**config.mk**
```make
export PLATFORM = sky130hd
export DESIGN_NAME = sram_axi_bridge
export DESIGN_NICKNAME = d
export VERILOG_FILES = /design/src/rtl/sram_axi_bridge.sv
export SDC_FILE = /design/constraint.sdc
export NUM_CORES = 1
export LEC_CHECK = 0
export CORE_AREA = 2 2 127 129
export DETAILED_ROUTE_END_ITERATION = 7
export DIE_AREA = 0 0 129 131
export DONT_BUFFER_PORTS = 1
export GPL_TIMING_DRIVEN = 0
export PLACE_DENSITY = 0.66
export SLEW_MARGIN = 10
export SYNTH_ARGS = -nofsm -noshare
export SYNTH_HDL_FRONTEND = slang
export SYNTH_SLANG_ARGS = --single-unit
export TNS_END_PERCENT = 20
```
**constraint.sdc**
```tcl
create_clock -name clk -period 7.1 [get_ports clk]
set_clock_uncertainty 0.2 [all_clocks]
set_input_delay 0.71 -clock clk [delete_from_list [all_inputs] [get_ports clk]]
set_output_delay 0.71 -clock clk [all_outputs]
set_load 0.02 [all_outputs]
```
**src/rtl/sram_axi_bridge.sv**
```systemverilog
// ============================================================================
// Module   : sram_axi_bridge
// Purpose  : Merges the CPU instruction and data SRAM-style ports
//            (req / addr_ok / data_ok) into one AXI3-style single-beat master.
//            Each port has at most one transaction outstanding. Read data is
//            steered back to its port by rid.
// Ports    : clk, reset             - clock and asynchronous active-high reset
//            inst_*                 - instruction fetch port (reads only)
//            data_*                 - data load/store port
//            ar* / r*               - AXI read address / read data channels
//            aw* / w* / bvalid      - AXI write address / data / response
// Revision : 1.0 - initial release
// ============================================================================
`default_nettype none

module sram_axi_bridge #(
  parameter logic [3:0] INST_ID = 4'd0,
  parameter logic [3:0] DATA_ID = 4'd1
) (
  input  logic        clk,
  input  logic        reset,
  // instruction port
  input  logic        inst_req,
  input  logic [31:0] inst_addr,
  output logic        inst_addr_ok,
  output logic        inst_data_ok,
  output logic [31:0] inst_rdata,
  // data port
  input  logic        data_req,
  input  logic        data_wr,
  input  logic [1:0]  data_size,
  input  logic [3:0]  data_wstrb,
  input  logic [31:0] data_addr,
  input  logic [31:0] data_wdata,
  output logic        data_addr_ok,
  output logic        data_data_ok,
  output logic [31:0] data_rdata,
  // AXI read address / data
  output logic [3:0]  arid,
  output logic [31:0] araddr,
  output logic [2:0]  arsize,
  output logic        arvalid,
  input  logic        arready,
  input  logic [3:0]  rid,
  input  logic [31:0] rdata,
  input  logic        rvalid,
  // AXI write address / data / response
  output logic [31:0] awaddr,
  output logic [2:0]  awsize,
  output logic        awvalid,
  input  logic        awready,
  output logic [31:0] wdata,
  output logic [3:0]  wstrb,
  output logic        wvalid,
  input  logic        wready,
  input  logic        bvalid
);

  typedef enum logic [0:0] {AR_IDLE = 1'b0, AR_SEND = 1'b1} ar_state_t;
  typedef enum logic [1:0] {W_IDLE = 2'd0, W_SEND = 2'd1, W_RESP = 2'd2} w_state_t;

  ar_state_t   ar_state_q;
  w_state_t    w_state_q;

  logic        inst_busy_q, data_busy_q;
  logic        inst_data_ok_q, data_data_ok_q;
  logic [31:0] inst_rdata_q, data_rdata_q;

  logic        arvalid_q;
  logic [3:0]  arid_q;
  logic [31:0] araddr_q;
  logic [2:0]  arsize_q;

  logic        awvalid_q, wvalid_q;
  logic [31:0] awaddr_q, wdata_q;
  logic [2:0]  awsize_q;
  logic [3:0]  wstrb_q;

  // ---------------------------------------------------------------- acceptance
  logic ar_idle, w_idle;
  logic data_rd_acc, data_wr_acc, inst_acc;

  assign ar_idle = (ar_state_q == AR_IDLE);
  assign w_idle  = (w_state_q == W_IDLE);

  // A load also waits for W_IDLE so it can never overtake a pending store.
  assign data_rd_acc = data_req && !data_wr && ar_idle && !data_busy_q && w_idle;
  assign data_wr_acc = data_req &&  data_wr && w_idle  && !data_busy_q;
  // A simultaneous data load owns the AR channel this cycle.
  assign inst_acc    = inst_req && ar_idle && !inst_busy_q && !data_rd_acc;

  assign data_addr_ok = data_rd_acc || data_wr_acc;
  assign inst_addr_ok = inst_acc;

  // ---------------------------------------------------------------- responses
  logic inst_hit, data_rd_hit, data_wr_hit;
  logic inst_busy_d, data_busy_d;

  assign inst_hit    = rvalid && (rid == INST_ID);
  assign data_rd_hit = rvalid && (rid == DATA_ID);
  assign data_wr_hit = (w_state_q == W_RESP) && bvalid;

  // Completion and acceptance never overlap on one port (acceptance needs
  // !busy), so a completing port is free again one edge later.
  assign inst_busy_d = inst_acc ? 1'b1 : (inst_hit ? 1'b0 : inst_busy_q);
  assign data_busy_d = data_addr_ok ? 1'b1
                     : ((data_rd_hit || data_wr_hit) ? 1'b0 : data_busy_q);

  always_ff @(posedge clk or posedge reset) begin
    if (reset) begin
      inst_busy_q    <= 1'b0;
      data_busy_q    <= 1'b0;
      inst_data_ok_q <= 1'b0;
      data_data_ok_q <= 1'b0;
      inst_rdata_q   <= 32'd0;
      data_rdata_q   <= 32'd0;
    end else begin
      inst_busy_q    <= inst_busy_d;
      data_busy_q    <= data_busy_d;
      inst_data_ok_q <= inst_hit;
      data_data_ok_q <= data_rd_hit || data_wr_hit;
      if (inst_hit)    inst_rdata_q <= rdata;
      if (data_rd_hit) data_rdata_q <= rdata;
    end
  end

  // ---------------------------------------------------------------- AR FSM
  always_ff @(posedge clk or posedge reset) begin
    if (reset) begin
      ar_state_q <= AR_IDLE;
      arvalid_q  <= 1'b0;
      arid_q     <= 4'd0;
      araddr_q   <= 32'd0;
      arsize_q   <= 3'd0;
    end else begin
      case (ar_state_q)
        AR_IDLE: begin
          if (data_rd_acc) begin
            ar_state_q <= AR_SEND;
            arvalid_q  <= 1'b1;
            arid_q     <= DATA_ID;
            araddr_q   <= data_addr;
            arsize_q   <= {1'b0, data_size};
          end else if (inst_acc) begin
            ar_state_q <= AR_SEND;
            arvalid_q  <= 1'b1;
            arid_q     <= INST_ID;
            araddr_q   <= inst_addr;
            arsize_q   <= 3'd2;
          end
        end
        AR_SEND: begin
          if (arready) begin
            ar_state_q <= AR_IDLE;
            arvalid_q  <= 1'b0;
          end
        end
        default: begin
          ar_state_q <= AR_IDLE;
          arvalid_q  <= 1'b0;
        end
      endcase
    end
  end

  // ---------------------------------------------------------------- W FSM
  // A channel counts as done if its valid already dropped or it handshakes now.
  logic aw_done, w_done;
  assign aw_done = !awvalid_q || awready;
  assign w_done  = !wvalid_q  || wready;

  always_ff @(posedge clk or posedge reset) begin
    if (reset) begin
      w_state_q <= W_IDLE;
      awvalid_q <= 1'b0;
      wvalid_q  <= 1'b0;
      awaddr_q  <= 32'd0;
      awsize_q  <= 3'd0;
      wdata_q   <= 32'd0;
      wstrb_q   <= 4'd0;
    end else begin
      case (w_state_q)
        W_IDLE: begin
          if (data_wr_acc) begin
            w_state_q <= W_SEND;
            awvalid_q <= 1'b1;
            wvalid_q  <= 1'b1;
            awaddr_q  <= data_addr;
            awsize_q  <= {1'b0, data_size};
            wdata_q   <= data_wdata;
            wstrb_q   <= data_wstrb;
          end
        end
        W_SEND: begin
          if (awready) awvalid_q <= 1'b0;
          if (wready)  wvalid_q  <= 1'b0;
          if (aw_done && w_done) w_state_q <= W_RESP;
        end
        W_RESP: begin
          if (bvalid) w_state_q <= W_IDLE;
        end
        default: begin
          w_state_q <= W_IDLE;
          awvalid_q <= 1'b0;
          wvalid_q  <= 1'b0;
        end
      endcase
    end
  end

  // ---------------------------------------------------------------- outputs
  assign inst_data_ok = inst_data_ok_q;
  assign inst_rdata   = inst_rdata_q;
  assign data_data_ok = data_data_ok_q;
  assign data_rdata   = data_rdata_q;

  assign arvalid = arvalid_q;
  assign arid    = arid_q;
  assign araddr  = araddr_q;
  assign arsize  = arsize_q;

  assign awvalid = awvalid_q;
  assign awaddr  = awaddr_q;
  assign awsize  = awsize_q;
  assign wvalid  = wvalid_q;
  assign wdata   = wdata_q;
  assign wstrb   = wstrb_q;

endmodule

`default_nettype wire

```
* After elaboration in Yosys (flattened, before gate mapping)
Cells that the tools add are included.
Word-level totals: input bits 148, register bits after elaboration 183, word-level logic and storage cells 92, output and inout bits 181
Operators by class: bitwise operators 2, multiplexer cells 27, reductions and logical operators 35, equality and inequality tests 10
Operator list (number):
- 32-bit two-way mux | 2
- 1-bit logical AND | 14
- 1-bit two-way mux | 13
- 2-bit != test (second input constant) | 5
- 3-bit AND reduction | 3
- 4-bit two-way mux | 2
- 1-bit zero test | 6
- 2-bit two-way mux | 3
- 3-bit two-way mux | 2
- 1-bit case mux with 3 select lines | 2
- 2-bit case mux with 3 select lines | 1
- 2-bit AND reduction | 3
- 2-bit nonzero test | 3
- 4-bit by 1-bit == test with 1-bit output (second input constant) | 1
- 4-bit zero test | 1
- 1-bit logical OR | 4
- 1-bit case mux with 2 select lines | 2
- 3-bit by 1-bit != test with 1-bit output (second input constant) | 1
- 2-bit by 1-bit == test with 1-bit output (second input constant) | 1
- 2-bit == test (second input constant) | 1
- 2-bit zero test | 1
- 2-bit by 1-bit != test with 1-bit output (second input constant) | 1
- 1-bit NOT | 2

* Depth between registers and ports, before layout
depth after elaboration 10, gate-level depth with buffers 6, gate-level depth less buffers 3

* Least setup slack after synthesis
OpenSTA, ideal clock, no wires.
path type input to output, from input port data_wr, to output port data_addr_ok, slack 4546 ps, cell stages on the path 4, data required time 6190 ps, arrival 1644 ps, path buffers 1, cell sequence nor2_1 -> clkbuf_1 -> nand2_1 -> nand2_1
On the way: longest elaborated chain between the ends 6, elaborated cells on any way between the ends 9, those cells by class 9 x reduce/logical
RTL lines:
- start, declared | line 30 | input logic data_wr,
- 1-bit zero test | line 87 | assign data_rd_acc = data_req && !data_wr && ar_idle && !data_busy_q && w_idle;
- 1-bit logical AND (4 in series) | line 87
- 1-bit logical OR * | line 92 | assign data_addr_ok = data_rd_acc || data_wr_acc;
- end, declared | line 35 | output logic data_addr_ok,
Mark *: on every way between the ends. The rest lies on a longest branch, timed or not.

* Worst setup path after layout
from register ar_state_q, to output port inst_addr_ok
On the way: longest elaborated chain between the ends 6, elaborated cells on any way between the ends 8, those cells by class 1 x bitwise; 7 x reduce/logical
RTL lines:
- start, declared | line 62 | ar_state_t ar_state_q;
- start signal, assigned | line 130 | ar_state_q <= AR_IDLE;
- start signal, assigned | line 139 | ar_state_q <= AR_SEND;
- start signal, assigned | line 145 | ar_state_q <= AR_SEND;
- 1-bit NOT (no line) *
- 1-bit logical AND (3 in series) | line 87
- 1-bit zero test | line 90 | assign inst_acc = inst_req && ar_idle && !inst_busy_q && !data_rd_acc;
- 1-bit logical AND * | line 90
- end, declared | line 25 | output logic inst_addr_ok,
Marks and branches as above.

==> results by group <==
Power
  – Cell-internal power: 0.00236 W
  – PD cells: 481 nW/um^2
  – Switch share: 0.389
  – Static Leak: 3.50 nW
  – P_sw: 0.00150 W
  – Clock share of power: 0.253
  – Sequential share of power: 0.581
  – Comb power frac: 0.166
  – Worst vdd ir: approximately 170 uV

Setup path
  – Flop-to-flop setup slack: 4.92 ns
  – FF-to-FF Start: ar_state_q
  – CP Class: register to output port
  – R2R depth: 5
  – WP data required: 6.19 ns
  – Reg-to-Reg End: araddr[7]
  – Kind of end point of the critical path: output port
  – CP startpoint kind: register
  – Crit-path max FO: 10
  – WP data arrival: 2.30 ns
  – Setup crit start: ar_state_q

CTS
  – Worst skew pair latency: 0.42 ns
  – Reg clk slew, reported paths: approximately 0.070 ns
  – H-tree Lvls: 4
  – Clk buf depth: 2
  – Hold-fix buffers at CTS: 0
  – Post-CTS Resized: 0
  – TritonCTS clock tree: built
  – Root Driver: clkbuf_16
  – Postcts setup bufs: 0
  – Clock sink count: 179
  – Total CTS buffers: 17

Routing
  – DRT antenna net count: 0
  – DRT iter0 DRCs: 138
  – Residual DRC: 0
  – Detailed-routing iteration count for the pre-antenna-repair pass: 4
  – WL/cell: 23.0 um
  – Drt total wl: between 15 and 20 mm
  – Vias per cell: approximately 5.6
  – Via count: roughly 4100

Timing
  – Final period util: 0.453
  – Final worst path period need: 3.21 ns
  – Final slew viol count: 0
  – Final setup viols: 0
  – RSZ-0062 raised after global routing: no
  – Relative slew slack: 0.523
  – Fmax: 0.311 GHz
  – Slew @ Worst Pin: 0.713 ns
  – Hold slack final: approximately 0.0068 ns
  – Fin. Hold Viols: 0

Die
  – Core area: 15600 um^2
  – Num rows: 46
  – Die Area: between 15000 and 20000 um^2
  – Top Ports: approximately 330
  – Die height: 131 um
  – Initial core utilization: 0.455
  – Die W: 129 um

Placement
  – RD Place Congestion: 0.745
  – Dpl hpwl: 13.0 mm
  – IO Port Bufs: 0
  – Placed Area: 7420 um^2

Layout
  – Area grow syn2layout: 13.3%
  – Layout filler cell count: 1346
  – Most common cell after layout, fill and taps aside: dfrtp_1
  – Fin area: 8040 um^2
  – Nets: 662
  – Layout cell share with drive strength beyond 1: 0.345
  – Most frequent cells in the layout: 179 x dfrtp_1, 115 x mux2_2, 37 x o21ai_0, 35 x nand3_1, 32 x mux2i_1

Logic synthesis
  – Synth unique cells: 30
  – Area share of the largest cell type after synthesis: 0.631
  – Top cells by area, synth: dfrtp_1 63%, mux2_2 18%, mux2i_1 4.5%, mux2_1 3.0%, o21ai_0 2.6%
  – Yosys warnings: 0
  – Leading area contributor after synthesis: dfrtp_1
  – Mapped Cells: between 400 and 500
  – Seq/Total Area, Yosys: 0.631
  – Post-Syn Area: about 7000 um^2
  – Yosys reg bits: 179
  – Avg Inst Size Synth: 14.5 um^2

GRT
  – Grt ovf: 0
  – Initial antenna violation count: 1
  – Global-route wire length before repair: 25.2 mm
  – Largest net degree at the start of global routing: 92
  – Overall fraction of global-route tracks in use: 0.199
  – Vias in the first global route: 4426

Outcome
  – Outcome: finished clean

Min path
  – Worst hold path type: input port to asynchronous set/reset pin

Job
  – Max-Cap Viols: 0
-- synthesized netlist by cell type --
cell / number
nor2b_1: 1
buf_2: 14
a21oi_1: 1
nand2_1: 13
buf_4: 13
mux2_1: 19
nand3_1: 35
a31o_2: 1
mux2_2: 115
nor4b_1: 1
nor3b_1: 1
a22oi_1: 1
and2_1: 2
clkbuf_1: 3
clkbuf_2: 2
nand2b_1: 1
buf_6: 3
nor3_1: 1
a211oi_1: 1
nand3b_1: 1
nor2_1: 3
a311o_1: 1
nor4b_2: 1
mux2i_1: 32
o22ai_1: 1
dfrtp_1: 179
or3b_2: 1
o21ai_0: 37
inv_1: 5
conb_1: 1
-- layout make-up --
type | count | area, um^2 | share of cell area
clock buffers | 22 | 474 | 0.0590
plain buffers | 35 | 223 | 0.0277
flip-flops and latches | 179 | 4480 | 0.557
inverters | 5 | 26.3 | 0.00327
well taps | 216 | 270 | 0.0336
diodes | 1 | 2.50 | 0.000311
clock inverters | 10 | 146 | 0.0182
multi-input cells | 275 | 2390 | 0.297
repair buffers | 1 | 27.5 | 0.00342
-- how the worst max path moves through the flow --
stage,end,depth (start not counted)
5_1_grt,inst_addr_ok,5
3_3_place_gp,araddr[24],1
2_1_floorplan,ar_state_q,1
4_1_cts,inst_addr_ok,5
6_report,inst_addr_ok,5
3_5_place_dp,inst_addr_ok,5
-- routing by layer --
metal  part of all wire  vias to the layer above  wire, um  global-route usage
met3               0.13                       28      2240               0.110
li1                   -                     1765         -                   -
met2               0.52                      245      8850               0.346
met4              0.022                        0       374              0.0767
met1               0.33                     2099      5680               0.199
met5                  0                        -         0                   0
-- through the flow --
step                total power [W]  TNS [ns]  cells  utilization  setup WS [ns]
detailed placement          0.00292         0    711        0.476           4.05
global placement            0.00287    -10.79    710        0.473        -0.0734
floorplan                   0.00268         0    494            -           1.33
global route                0.00406         0    744        0.515           3.73
finish                      0.00387         0    744        0.515           3.89
CTS                         0.00390         0    743        0.515           3.83
-- kinds of logic after synthesis --
family	after synthesis	synth area share
simple gates	61	0.0441
flops	179	0.631
mux	166	0.258
buf+inv	40	0.0340
other cells	1	0.000528
compound gates	43	0.0324
-- flip-flops by register name (all words and copies together), names as in the netlist, 2 cells and up --
signal      flops
araddr         32
awaddr         32
data_rdata     32
inst_rdata     32
wdata          32
wstrb           4
arsize          2
awsize          2
w_state_q       2
-- worst max-delay path, stage by stage, from the launching register on --
cell and delay [ns]:
dfrtp_1 0.43, nor2_1 0.58, and2_1 0.21, buf_2 0.23
buf_2 0.26, nor2_1 0.16
-- power by group through the flow --
stage	clock [W]	combinational [W]	sequential, W
detailed placement	0	0.000654	0.00227
floorplan	0	0.000538	0.00214
global placement	0	0.000611	0.00226
finish	0.000979	0.000644	0.00225
CTS	0.000995	0.000653	0.00225
global route	0.00104	0.000720	0.00230
Note: power is estimated with default switching activity, not from simulation.
